--- config.mk ---
export PLATFORM = sky130hd
export DESIGN_NAME = mem_arbiter
export DESIGN_NICKNAME = d
export VERILOG_FILES = /design/src/rtl/memarb_pkg.sv /design/src/rtl/memarb_sat_counter.sv /design/src/rtl/mem_arbiter.sv
export SDC_FILE = /design/constraint.sdc
export NUM_CORES = 1
export LEC_CHECK = 0
export ABC_CLOCK_PERIOD_IN_PS = 2230
export BUFFER_PORTS_ARGS = -buffer_cell sky130_fd_sc_hd__buf_2
export CORE_MARGIN = 2
export CORE_UTILIZATION = 45
export DETAILED_ROUTE_END_ITERATION = 8
export GPL_TIMING_DRIVEN = 0
export PLACE_DENSITY_LB_ADDON = 0.1
export REMOVE_ABC_BUFFERS = 1
export SYNTH_ARGS = -nofsm -noshare
export SYNTH_HDL_FRONTEND = slang
export SYNTH_HIERARCHICAL = 1
export SYNTH_SLANG_ARGS = --single-unit
--- constraint.sdc ---
create_clock -name MEMARB_Clk_in -period 2.23 [get_ports MEMARB_Clk_in]
set_input_delay 0.223 -clock MEMARB_Clk_in [delete_from_list [all_inputs] [get_ports MEMARB_Clk_in]]
set_output_delay 0.223 -clock MEMARB_Clk_in [all_outputs]
set_load 0.01 [all_outputs]
--- src/rtl/memarb_pkg.sv ---
// Shared types and constants for the two-port to one-port memory arbiter.
// The optional contention counter is enabled with MEMARB_PERF_EN.
package memarb_pkg;

  typedef enum logic [1:0] {
    RSP_NONE = 2'd0,
    RSP_INS  = 2'd1,
    RSP_DATA = 2'd2
  } rsp_owner_e;

  // Owner of the memory response this cycle, plus whether that access was a write.
  typedef struct packed {
    rsp_owner_e owner;
    logic       wr;
  } memarb_state_t;

  localparam int DEF_DATAWIDTH  = 32;
  localparam int DEF_ADDR_WIDTH = 10;
  localparam int DEF_PERF_WIDTH = 16;

  localparam logic [3:0] BE_FULL = 4'hF;

endpackage

--- src/rtl/memarb_sat_counter.sv ---
// Saturating up-counter with synchronous active-high clear.
// Used for contention statistics when MEMARB_PERF_EN is defined.
module memarb_sat_counter #(
  parameter int WIDTH = 16
) (
  input  logic             clk_i,
  input  logic             rst_i,
  input  logic             inc_i,
  output logic [WIDTH-1:0] count_o
);

  logic [WIDTH-1:0] count_q;
  logic [WIDTH-1:0] count_d;

  always_comb begin
    count_d = count_q;
    if (inc_i && (count_q != {WIDTH{1'b1}})) begin
      count_d = count_q + WIDTH'(1);
    end
  end

  always_ff @(posedge clk_i) begin
    if (rst_i) begin
      count_q <= '0;
    end else begin
      count_q <= count_d;
    end
  end

  assign count_o = count_q;

endmodule

--- src/rtl/mem_arbiter.sv ---
// Shares one single-port, one-cycle-latency memory between the instruction and data ports.
// Define MEMARB_PERF_EN to add the saturating instruction-contention counter output.
module mem_arbiter
  import memarb_pkg::*;
#(
  parameter int DATAWIDTH  = DEF_DATAWIDTH,
  parameter int ADDR_WIDTH = DEF_ADDR_WIDTH,
  parameter int PERF_WIDTH = DEF_PERF_WIDTH
) (
  input  logic                  MEMARB_Clk_in,
  input  logic                  MEMARB_Reset_in,
  input  logic                  MEMARB_Ins_Re_in,
  input  logic [ADDR_WIDTH-1:0] MEMARB_Ins_Addr_InBUS,
  output logic [DATAWIDTH-1:0]  MEMARB_Ins_Readdata_OutBUS,
  output logic                  MEMARB_Ins_Ready_out,
  input  logic                  MEMARB_Data_Re_in,
  input  logic                  MEMARB_Data_We_in,
  input  logic [3:0]            MEMARB_Data_Byteenable_InBUS,
  input  logic [ADDR_WIDTH-1:0] MEMARB_Data_Addr_InBUS,
  input  logic [DATAWIDTH-1:0]  MEMARB_Data_Writedata_InBUS,
  output logic [DATAWIDTH-1:0]  MEMARB_Data_Readdata_OutBUS,
  output logic                  MEMARB_Data_Ready_out,
  output logic                  MEMARB_Mem_Re_out,
  output logic                  MEMARB_Mem_We_out,
  output logic [3:0]            MEMARB_Mem_Byteenable_OutBUS,
  output logic [ADDR_WIDTH-1:0] MEMARB_Mem_Addr_OutBUS,
  output logic [DATAWIDTH-1:0]  MEMARB_Mem_Writedata_OutBUS,
  input  logic [DATAWIDTH-1:0]  MEMARB_Mem_Readdata_InBUS
`ifdef MEMARB_PERF_EN
  ,
  output logic [PERF_WIDTH-1:0] MEMARB_Conflict_Count_OutBUS
`endif
);

  // Handshake: a requester holds Re/We, address and data stable until its one-cycle
  // Ready pulse, which arrives the cycle after its access is issued to memory; it
  // may present a new request in the cycle following Ready.

  memarb_state_t state_q;
  memarb_state_t state_d;

  logic                 data_req;
  logic                 ins_elig;
  logic                 data_elig;
  logic                 grant_ins;
  logic                 grant_data;
  logic                 ins_rsp;
  logic                 data_rsp;
  logic                 data_rd_rsp;
  logic [DATAWIDTH-1:0] ins_hold_q;
  logic [DATAWIDTH-1:0] data_hold_q;

  always_comb begin
    data_req  = MEMARB_Data_Re_in | MEMARB_Data_We_in;
    ins_elig  = MEMARB_Ins_Re_in && (state_q.owner != RSP_INS);
    data_elig = data_req && (state_q.owner != RSP_DATA);
    // Reset suppresses issue so no strobe leaves during the reset cycle.
    grant_data = data_elig && !MEMARB_Reset_in;
    grant_ins  = ins_elig && !data_elig && !MEMARB_Reset_in;

    state_d = '{owner: RSP_NONE, wr: 1'b0};
    if (grant_data) begin
      state_d = '{owner: RSP_DATA, wr: MEMARB_Data_We_in};
    end else if (grant_ins) begin
      state_d = '{owner: RSP_INS, wr: 1'b0};
    end
  end

  always_comb begin
    MEMARB_Mem_Re_out            = 1'b0;
    MEMARB_Mem_We_out            = 1'b0;
    MEMARB_Mem_Byteenable_OutBUS = 4'h0;
    MEMARB_Mem_Addr_OutBUS       = '0;
    MEMARB_Mem_Writedata_OutBUS  = '0;
    if (grant_data) begin
      MEMARB_Mem_We_out            = MEMARB_Data_We_in;
      MEMARB_Mem_Re_out            = !MEMARB_Data_We_in;
      MEMARB_Mem_Byteenable_OutBUS = MEMARB_Data_We_in ? MEMARB_Data_Byteenable_InBUS : BE_FULL;
      MEMARB_Mem_Addr_OutBUS       = MEMARB_Data_Addr_InBUS;
      MEMARB_Mem_Writedata_OutBUS  = MEMARB_Data_Writedata_InBUS;
    end else if (grant_ins) begin
      MEMARB_Mem_Re_out            = 1'b1;
      MEMARB_Mem_Byteenable_OutBUS = BE_FULL;
      MEMARB_Mem_Addr_OutBUS       = MEMARB_Ins_Addr_InBUS;
    end
  end

  // A reset landing in a response cycle drops that response entirely.
  assign ins_rsp     = (state_q.owner == RSP_INS) && !MEMARB_Reset_in;
  assign data_rsp    = (state_q.owner == RSP_DATA) && !MEMARB_Reset_in;
  assign data_rd_rsp = data_rsp && !state_q.wr;

  assign MEMARB_Ins_Ready_out        = ins_rsp;
  assign MEMARB_Data_Ready_out       = data_rsp;
  assign MEMARB_Ins_Readdata_OutBUS  = ins_rsp ? MEMARB_Mem_Readdata_InBUS : ins_hold_q;
  assign MEMARB_Data_Readdata_OutBUS = data_rd_rsp ? MEMARB_Mem_Readdata_InBUS : data_hold_q;

  always_ff @(posedge MEMARB_Clk_in) begin
    if (MEMARB_Reset_in) begin
      state_q     <= '{owner: RSP_NONE, wr: 1'b0};
      ins_hold_q  <= '0;
      data_hold_q <= '0;
    end else begin
      state_q <= state_d;
      if (ins_rsp) begin
        ins_hold_q <= MEMARB_Mem_Readdata_InBUS;
      end
      if (data_rd_rsp) begin
        data_hold_q <= MEMARB_Mem_Readdata_InBUS;
      end
    end
  end

`ifdef MEMARB_PERF_EN
  // Counts cycles where a fetch that could have issued was beaten by the data port.
  logic conflict;
  assign conflict = MEMARB_Ins_Re_in && (state_q.owner != RSP_INS) && grant_data;

  memarb_sat_counter #(
    .WIDTH(PERF_WIDTH)
  ) u_conflict_cnt (
    .clk_i  (MEMARB_Clk_in),
    .rst_i  (MEMARB_Reset_in),
    .inc_i  (conflict),
    .count_o(MEMARB_Conflict_Count_OutBUS)
  );
`else
  localparam int unused_perf_width = PERF_WIDTH;
`endif

endmodule

==> results.sh, run 1 <==
export IMPL_synth_compound_area_frac=0.101
export IMPL_rrSetupSlack_ps=570
export IMPL_synth_avg_cell_area_um2=8.82
export IMPL_crit_fanout=8
export IMPL_overflow=0
export IMPL_wire_per_inst_um=13.1
export IMPL_groute_layer_met3_usage=0.0457
export IMPL_top_usage_layer="met2"
export IMPL_stdcell_count=632
export IMPL_grt_max_degree=72
export IMPL_core_um2=6680
export IMPL_fin_skew_ps=12.9
export IMPL_synth_fa_ha_area_frac=0
export IMPL_holdPathEnd="state_q[0]"
export IMPL_ys_ff_latch=67
export IMPL_die_area_um2=7480
export IMPL_antenna_found_initial=1
export IMPL_hp_start="MEMARB_Data_We_in"
export IMPL_synth_xor_area_frac=0
export IMPL_vdd_drop_max_v=0.000280
export IMPL_vias=3033
export IMPL_cpPeakStageDelay_ps=460
export IMPL_port_buffers=206
export IMPL_path_class="flip-flop to output port"
export IMPL_cts_hold_buffers=0
export IMPL_worstPathArrival_ps=1860
export IMPL_synthesis_instances=347
export IMPL_async_flop_share=0
export IMPL_first_iter_violations=74
export IMPL_synth_largest_area_cell="dfxtp_1"
export IMPL_crit_family="flip-flops"
export IMPL_status="finished, final reports clean"
export IMPL_p_leak_nw=2.44
export IMPL_synth_edf_count=0
export IMPL_grt_pass1_vias=2721
export IMPL_nets=639
export IMPL_dp_hpwl_um=6080
export IMPL_die_x_um=86.5
export IMPL_holdCritPathClass="input port to flip-flop"
export IMPL_holdPathStages=2
export IMPL_synth_mux_area_frac=0.127
export IMPL_grt_pass1_wl_um=12600
export IMPL_cts_sinks=67
export IMPL_start_kind="flip-flop"
export IMPL_r2r_end="ins_hold_q[1]"
export IMPL_worst_path_max_delay_cell="dfxtp_1"
export IMPL_worstPathRequired_ps=2010
export IMPL_ys_flop_type="dfxtp_1"
export IMPL_clock_latency_ps=340
export IMPL_die_h_um=86.5
export IMPL_syn_area_um2=3060
export IMPL_fin_crit_ps=2080
export IMPL_synth_top_area_share=0.438
export IMPL_maxCapViolations=0
export IMPL_wl_um=8250
export IMPL_areaGrowthSynthToFinish_pct=44.3
export IMPL_rsz0062_at_grt="false"
export IMPL_pin_count=207
export IMPL_core_rowCount=30
export IMPL_cts_made_buffers=9
export IMPL_initial_core_util=0.458
export IMPL_synth_most_common_cell="nand2_1"
export IMPL_power_density_nw_per_um2=674
export IMPL_dp_cells=612
export IMPL_rr_startpoint="state_q[1]"
export IMPL_seq_area_frac_synth=0.438
export IMPL_clkTransAtPathRegs_ps=60
export IMPL_globalRouteMet2Util=0.363
export IMPL_worst_pin_slew_ps=793
export IMPL_synth_distinct_cells=22
export IMPL_gr_usage_met1=0.248
export IMPL_track_usage=0.214
export IMPL_synth_simple_area_share=0.286
export IMPL_max_slew_margin=0.471
export IMPL_setup_viol=0
export IMPL_synth_warnings=6
export IMPL_dr_pass1_iters=4
export IMPL_cts_root_buffer="clkbuf_8"
export IMPL_synthTopCellsByCount="96 x nand2_1, 67 x dfxtp_1, 35 x and2_1"
export IMPL_drc_errors=0
export IMPL_final_core_util=0.661
export IMPL_finalCritPeriodShare=0.935
export IMPL_final_max_slew_violation_count=0
export IMPL_max_freq_mhz=480
export IMPL_critPathBufInv=2
export IMPL_r2r_cells=4
export IMPL_path_cells="nor3b_4 -> buf_4 -> mux2_2 -> buf_2"
export IMPL_synthTopCellsByArea="dfxtp_1 44%, nand2_1 12%, mux2_2 7.4%, and2_1 7.2%, nor2b_1 6.3%"
export IMPL_drive_gt1_frac=0.470
export IMPL_holdWs_ps=146
export IMPL_final_antenna_net_count=0
export IMPL_power_mw=2.98
export IMPL_hold_viol_final=0
export IMPL_end_kind="output port"
export IMPL_cts_tree="done"
export IMPL_tns_ps=0
export IMPL_h_tree_depth=3
export IMPL_gp_congestion=0.819
export IMPL_synth_top_family_by_area="simple AND/OR/NAND/NOR gates"
export IMPL_vias_per_cell=4.80
export IMPL_clockBufferDepth=2
## metrics by stage
step           area [um2]  setup WS [ps]
2_1_floorplan        2910          -79.3
5_1_grt              4420           40.8
6_report             4420            146
4_1_cts              4400           12.0
3_3_place_gp         4040          -1740
3_5_place_dp         4130           -733
## report_power, final
| part | internal [mW] | switching (mW) |
|---|---|---|
| Clock | 0.771 | 0.449 |
| Combinational | 0.242 | 0.271 |
| Sequential | 1.23 | 0.0128 |
## cell families (layout without fill, tap and decap cells)
logic type,count (synthesis),count (layout)
and+or+nand+nor,174,174
DFF,67,67
AOI/OAI and AO/OA,48,48
muxes,33,33
buffers and inverters,25,229
other,0,1
## placed cells by master (no fill, tap or decap), types with 2 or more instances in the layout
cell type / Yosys / layout
clkinv_2: 0 / 2
mux2_1: 7 / 7
a32o_1: 10 / 10
clkbuf_8: 0 / 10
mux2_2: 20 / 20
a21oi_1: 33 / 33
nand2_1: 96 / 96
nor2b_2: 0 / 2
o2bb2ai_1: 4 / 4
nor2b_1: 31 / 29
dfxtp_1: 67 / 67
and2_1: 35 / 35
buf_2: 8 / 205
buf_8: 0 / 2
buf_4: 0 / 3
bufinv_16: 0 / 3
and2b_1: 4 / 4
mux2_4: 5 / 5
nor2_1: 3 / 3
## registers in the layout (all words and copies together) (netlist names)
name         count
ins_hold_q      32
state_q          3
data_hold_q     32
## worst max path at each step
stage | startpoint | end | slack [ps] | cells past startpoint
6_report | state_q[1] | MEMARB_Ins_Readdata_OutBUS[16] | 150 | 4
5_1_grt | state_q[1] | MEMARB_Data_Readdata_OutBUS[23] | 40 | 4
4_1_cts | state_q[1] | MEMARB_Mem_Writedata_OutBUS[21] | 10 | 5
3_5_place_dp | MEMARB_Reset_in | MEMARB_Data_Readdata_OutBUS[24] | -730 | 5
3_3_place_gp | MEMARB_Reset_in | MEMARB_Data_Readdata_OutBUS[24] | -1740 | 5
2_1_floorplan | state_q[2] | MEMARB_Data_Readdata_OutBUS[0] | -80 | 3
## final cells by class
cell class                 count  area (um2)
multi-input combinational    255        1600
timing repair buffer         213        1140
antenna                        1        2.50
clock inverter                 5         100
fill                         591        2260
clock buffer                  11         141
tap                           80         100
sequential                    67        1340
## routing by layer
layer / routed length (um) / vias to the layer above
li1: - / 1545
met1: 3300 / 1349
met2: 4100 / 117
met3: 502 / 22
met4: 351 / 0
met5: 0 / -
## timing repair
| item | in CTS | in global routing |
|---|---|---|
| buffers inserted | 2 | 1 |
| gates resized for setup | 3 | 2 |
| pin swaps | 1 | 1 |
| setup endpoints to repair | 143 | 37 |
Power figures use the tool's default switching activity.
==> inputs of run 2 (changes only) <==
--- a/config.mk
+++ b/config.mk
@@ -9,9 +9,10 @@
 export BUFFER_PORTS_ARGS = -buffer_cell sky130_fd_sc_hd__buf_2
 export CORE_MARGIN = 2
 export CORE_UTILIZATION = 45
+export CTS_CLUSTER_SIZE = 25
 export DETAILED_ROUTE_END_ITERATION = 8
 export GPL_TIMING_DRIVEN = 0
-export PLACE_DENSITY_LB_ADDON = 0.1
+export PLACE_DENSITY = 0.88
 export REMOVE_ABC_BUFFERS = 1
 export SYNTH_ARGS = -nofsm -noshare
 export SYNTH_HDL_FRONTEND = slang
==> run 2 against run 1 <==
Clock-buffer cell count is 2 lower. Utilization decreased by 1.0 points. Register-to-register slack got worse by 30 ps. Die area unchanged. Sequential power about the same. Flip-flop and latch count stayed put. Non-clock buffer count fell by 1.
==> results.sh, run 2 (synthesized netlist as in run 1, its figures left out) <==
export IMPL_status="finished, final reports clean"
export IMPL_grt_pass1_vias=2855
export IMPL_worst_path_max_delay_cell="dfxtp_1"
export IMPL_clock_power_share=0.347
export IMPL_overflow=0
export IMPL_die_area_um2=7480
export IMPL_track_usage=0.217
export IMPL_nets=638
export IMPL_core_rowCount=30
export IMPL_port_buffers=206
export IMPL_worstPathRequired_ps=2010
export IMPL_h_tree_depth=3
export IMPL_drc_errors=0
export IMPL_cts_tree="done"
export IMPL_worstPathArrival_ps=1890
export IMPL_hold_viol_final=0
export IMPL_die_x_um=86.5
export IMPL_vias=3076
export IMPL_tns_ps=0
export IMPL_dp_hpwl_um=6540
export IMPL_cts_sinks=67
export IMPL_fin_skew_ps=6.33
export IMPL_core_um2=6680
export IMPL_start_kind="flip-flop"
export IMPL_cts_root_buffer="clkbuf_8"
export IMPL_final_max_slew_violation_count=0
export IMPL_die_h_um=86.5
export IMPL_layout_common_cells="205 x buf_2, 96 x nand2_1, 67 x dfxtp_1"
export IMPL_clockBufferDepth=2
export IMPL_worst_pin_slew_ps=753
export IMPL_r2r_cells=5
export IMPL_p_sw_uw=717
export IMPL_crit_fanout=13
export IMPL_clock_latency_ps=330
export IMPL_multiInputGateArea_um2=1600
export IMPL_vdd_drop_max_v=0.000313
export IMPL_final_core_util=0.651
export IMPL_end_kind="output port"
export IMPL_grt_max_degree=72
export IMPL_wl_um=8380
export IMPL_final_common_cell="buf_2"
export IMPL_drive_gt1_frac=0.470
export IMPL_fillers=561
export IMPL_cts_made_buffers=9
export IMPL_pin_count=207
export IMPL_wire_per_inst_um=13.3
export IMPL_fin_crit_ps=2110
export IMPL_areaGrowthSynthToFinish_pct=42.1
export IMPL_initial_core_util=0.458
export IMPL_holdPathStages=2
export IMPL_critPathBufInv=3
export IMPL_p_comb_frac=0.190
export IMPL_final_antenna_net_count=0
export IMPL_setup_viol=0
export IMPL_max_freq_mhz=474
export IMPL_maxCapViolations=0
export IMPL_grt_pass1_wl_um=12800
export IMPL_p_leak_nw=2.41
export IMPL_clkTransAtPathRegs_ps=60
export IMPL_vias_per_cell=4.88
export IMPL_path_depth=5
export IMPL_max_slew_margin=0.498
export IMPL_crit_family="buffers and inverters"
export IMPL_dr_pass1_iters=4
export IMPL_finalCritPeriodShare=0.946
export IMPL_path_class="flip-flop to output port"
export IMPL_path_cells="nor3b_4 -> buf_8 -> buf_16 -> mux2_2 -> buf_2"
export IMPL_rsz0062_at_grt="false"
export IMPL_first_iter_violations=71
export IMPL_gp_congestion=0.870
export IMPL_p_seq_frac=0.463
export IMPL_p_int_mw=1.97
export IMPL_holdCritPathClass="input port to flip-flop"
export IMPL_register_area_um2=1340
export IMPL_largestRegisters="data_hold_q (32), ins_hold_q (32), state_q (3)"
export IMPL_sw_frac_of_total=0.267
export IMPL_power_density_nw_per_um2=619
export IMPL_cpPeakStageDelay_ps=440
export IMPL_antenna_found_initial=1
==> run 2: path summary, 6_finish.rpt <==
kind                                         from  slack [ps]                             to
worst min-delay path            MEMARB_Data_We_in         150                     state_q[0]
worst min register to register     data_hold_q[5]         460                 data_hold_q[5]
worst max register to register         state_q[1]         540                 ins_hold_q[26]
worst max-delay path                   state_q[1]         120  MEMARB_Ins_Readdata_OutBUS[5]
==> run 2: power by group through the flow <==
stage | clock network (mW) | logic (mW) | registers, mW
final | 0.933 | 0.512 | 1.25
after global routing | 1.02 | 0.558 | 1.25
after CTS | 0.960 | 0.515 | 1.25
after detailed placement | 0 | 0.509 | 1.27
after global placement | 0 | 0.483 | 1.27
after floorplan | 0 | 0.240 | 1.27
==> run 2: stage by stage <==
stage | hold WS (ps) | std cells | instance area, um2 | total power, mW | setup slack (ps)
after floorplan | 292 | 322 | 2910 | 1.51 | -79.3
after global placement | 451 | 608 | 4040 | 1.75 | -1610
after detailed placement | 457 | 612 | 4140 | 1.78 | -644
after CTS | 135 | 629 | 4340 | 2.72 | 53.0
after global routing | 137 | 630 | 4350 | 2.82 | 5.84
final | 149 | 630 | 4350 | 2.69 | 119
==> run 2: routing by layer <==
metal / wire length (um) / track usage / share of wire / vias up
met5: 0 / 0 / 0 / -
met3: 534 / 0.0524 / 0.064 / 16
li1: - / - / - / 1543
met2: 4510 / 0.423 / 0.54 / 130
met1: 3170 / 0.225 / 0.38 / 1387
met4: 174 / 0.0710 / 0.021 / 0
==> run 2: final cells by class <==
type                       instances  area share
antenna                            1    0.000575
clock buffer                       9      0.0285
tap                               80      0.0230
clock inverter                     6      0.0132
sequential                        67       0.308
timing repair buffer             212       0.260
multi-input combinational        255       0.367
==> run 2: repair_timing <==
item                                   CTS  global route
endpoints found under the hold margin    0             0
setup buffers                            2             0
pin swaps                                1             0
gates resized for setup                  3             2
hold buffers                             0             0
setup endpoints to repair              116            23
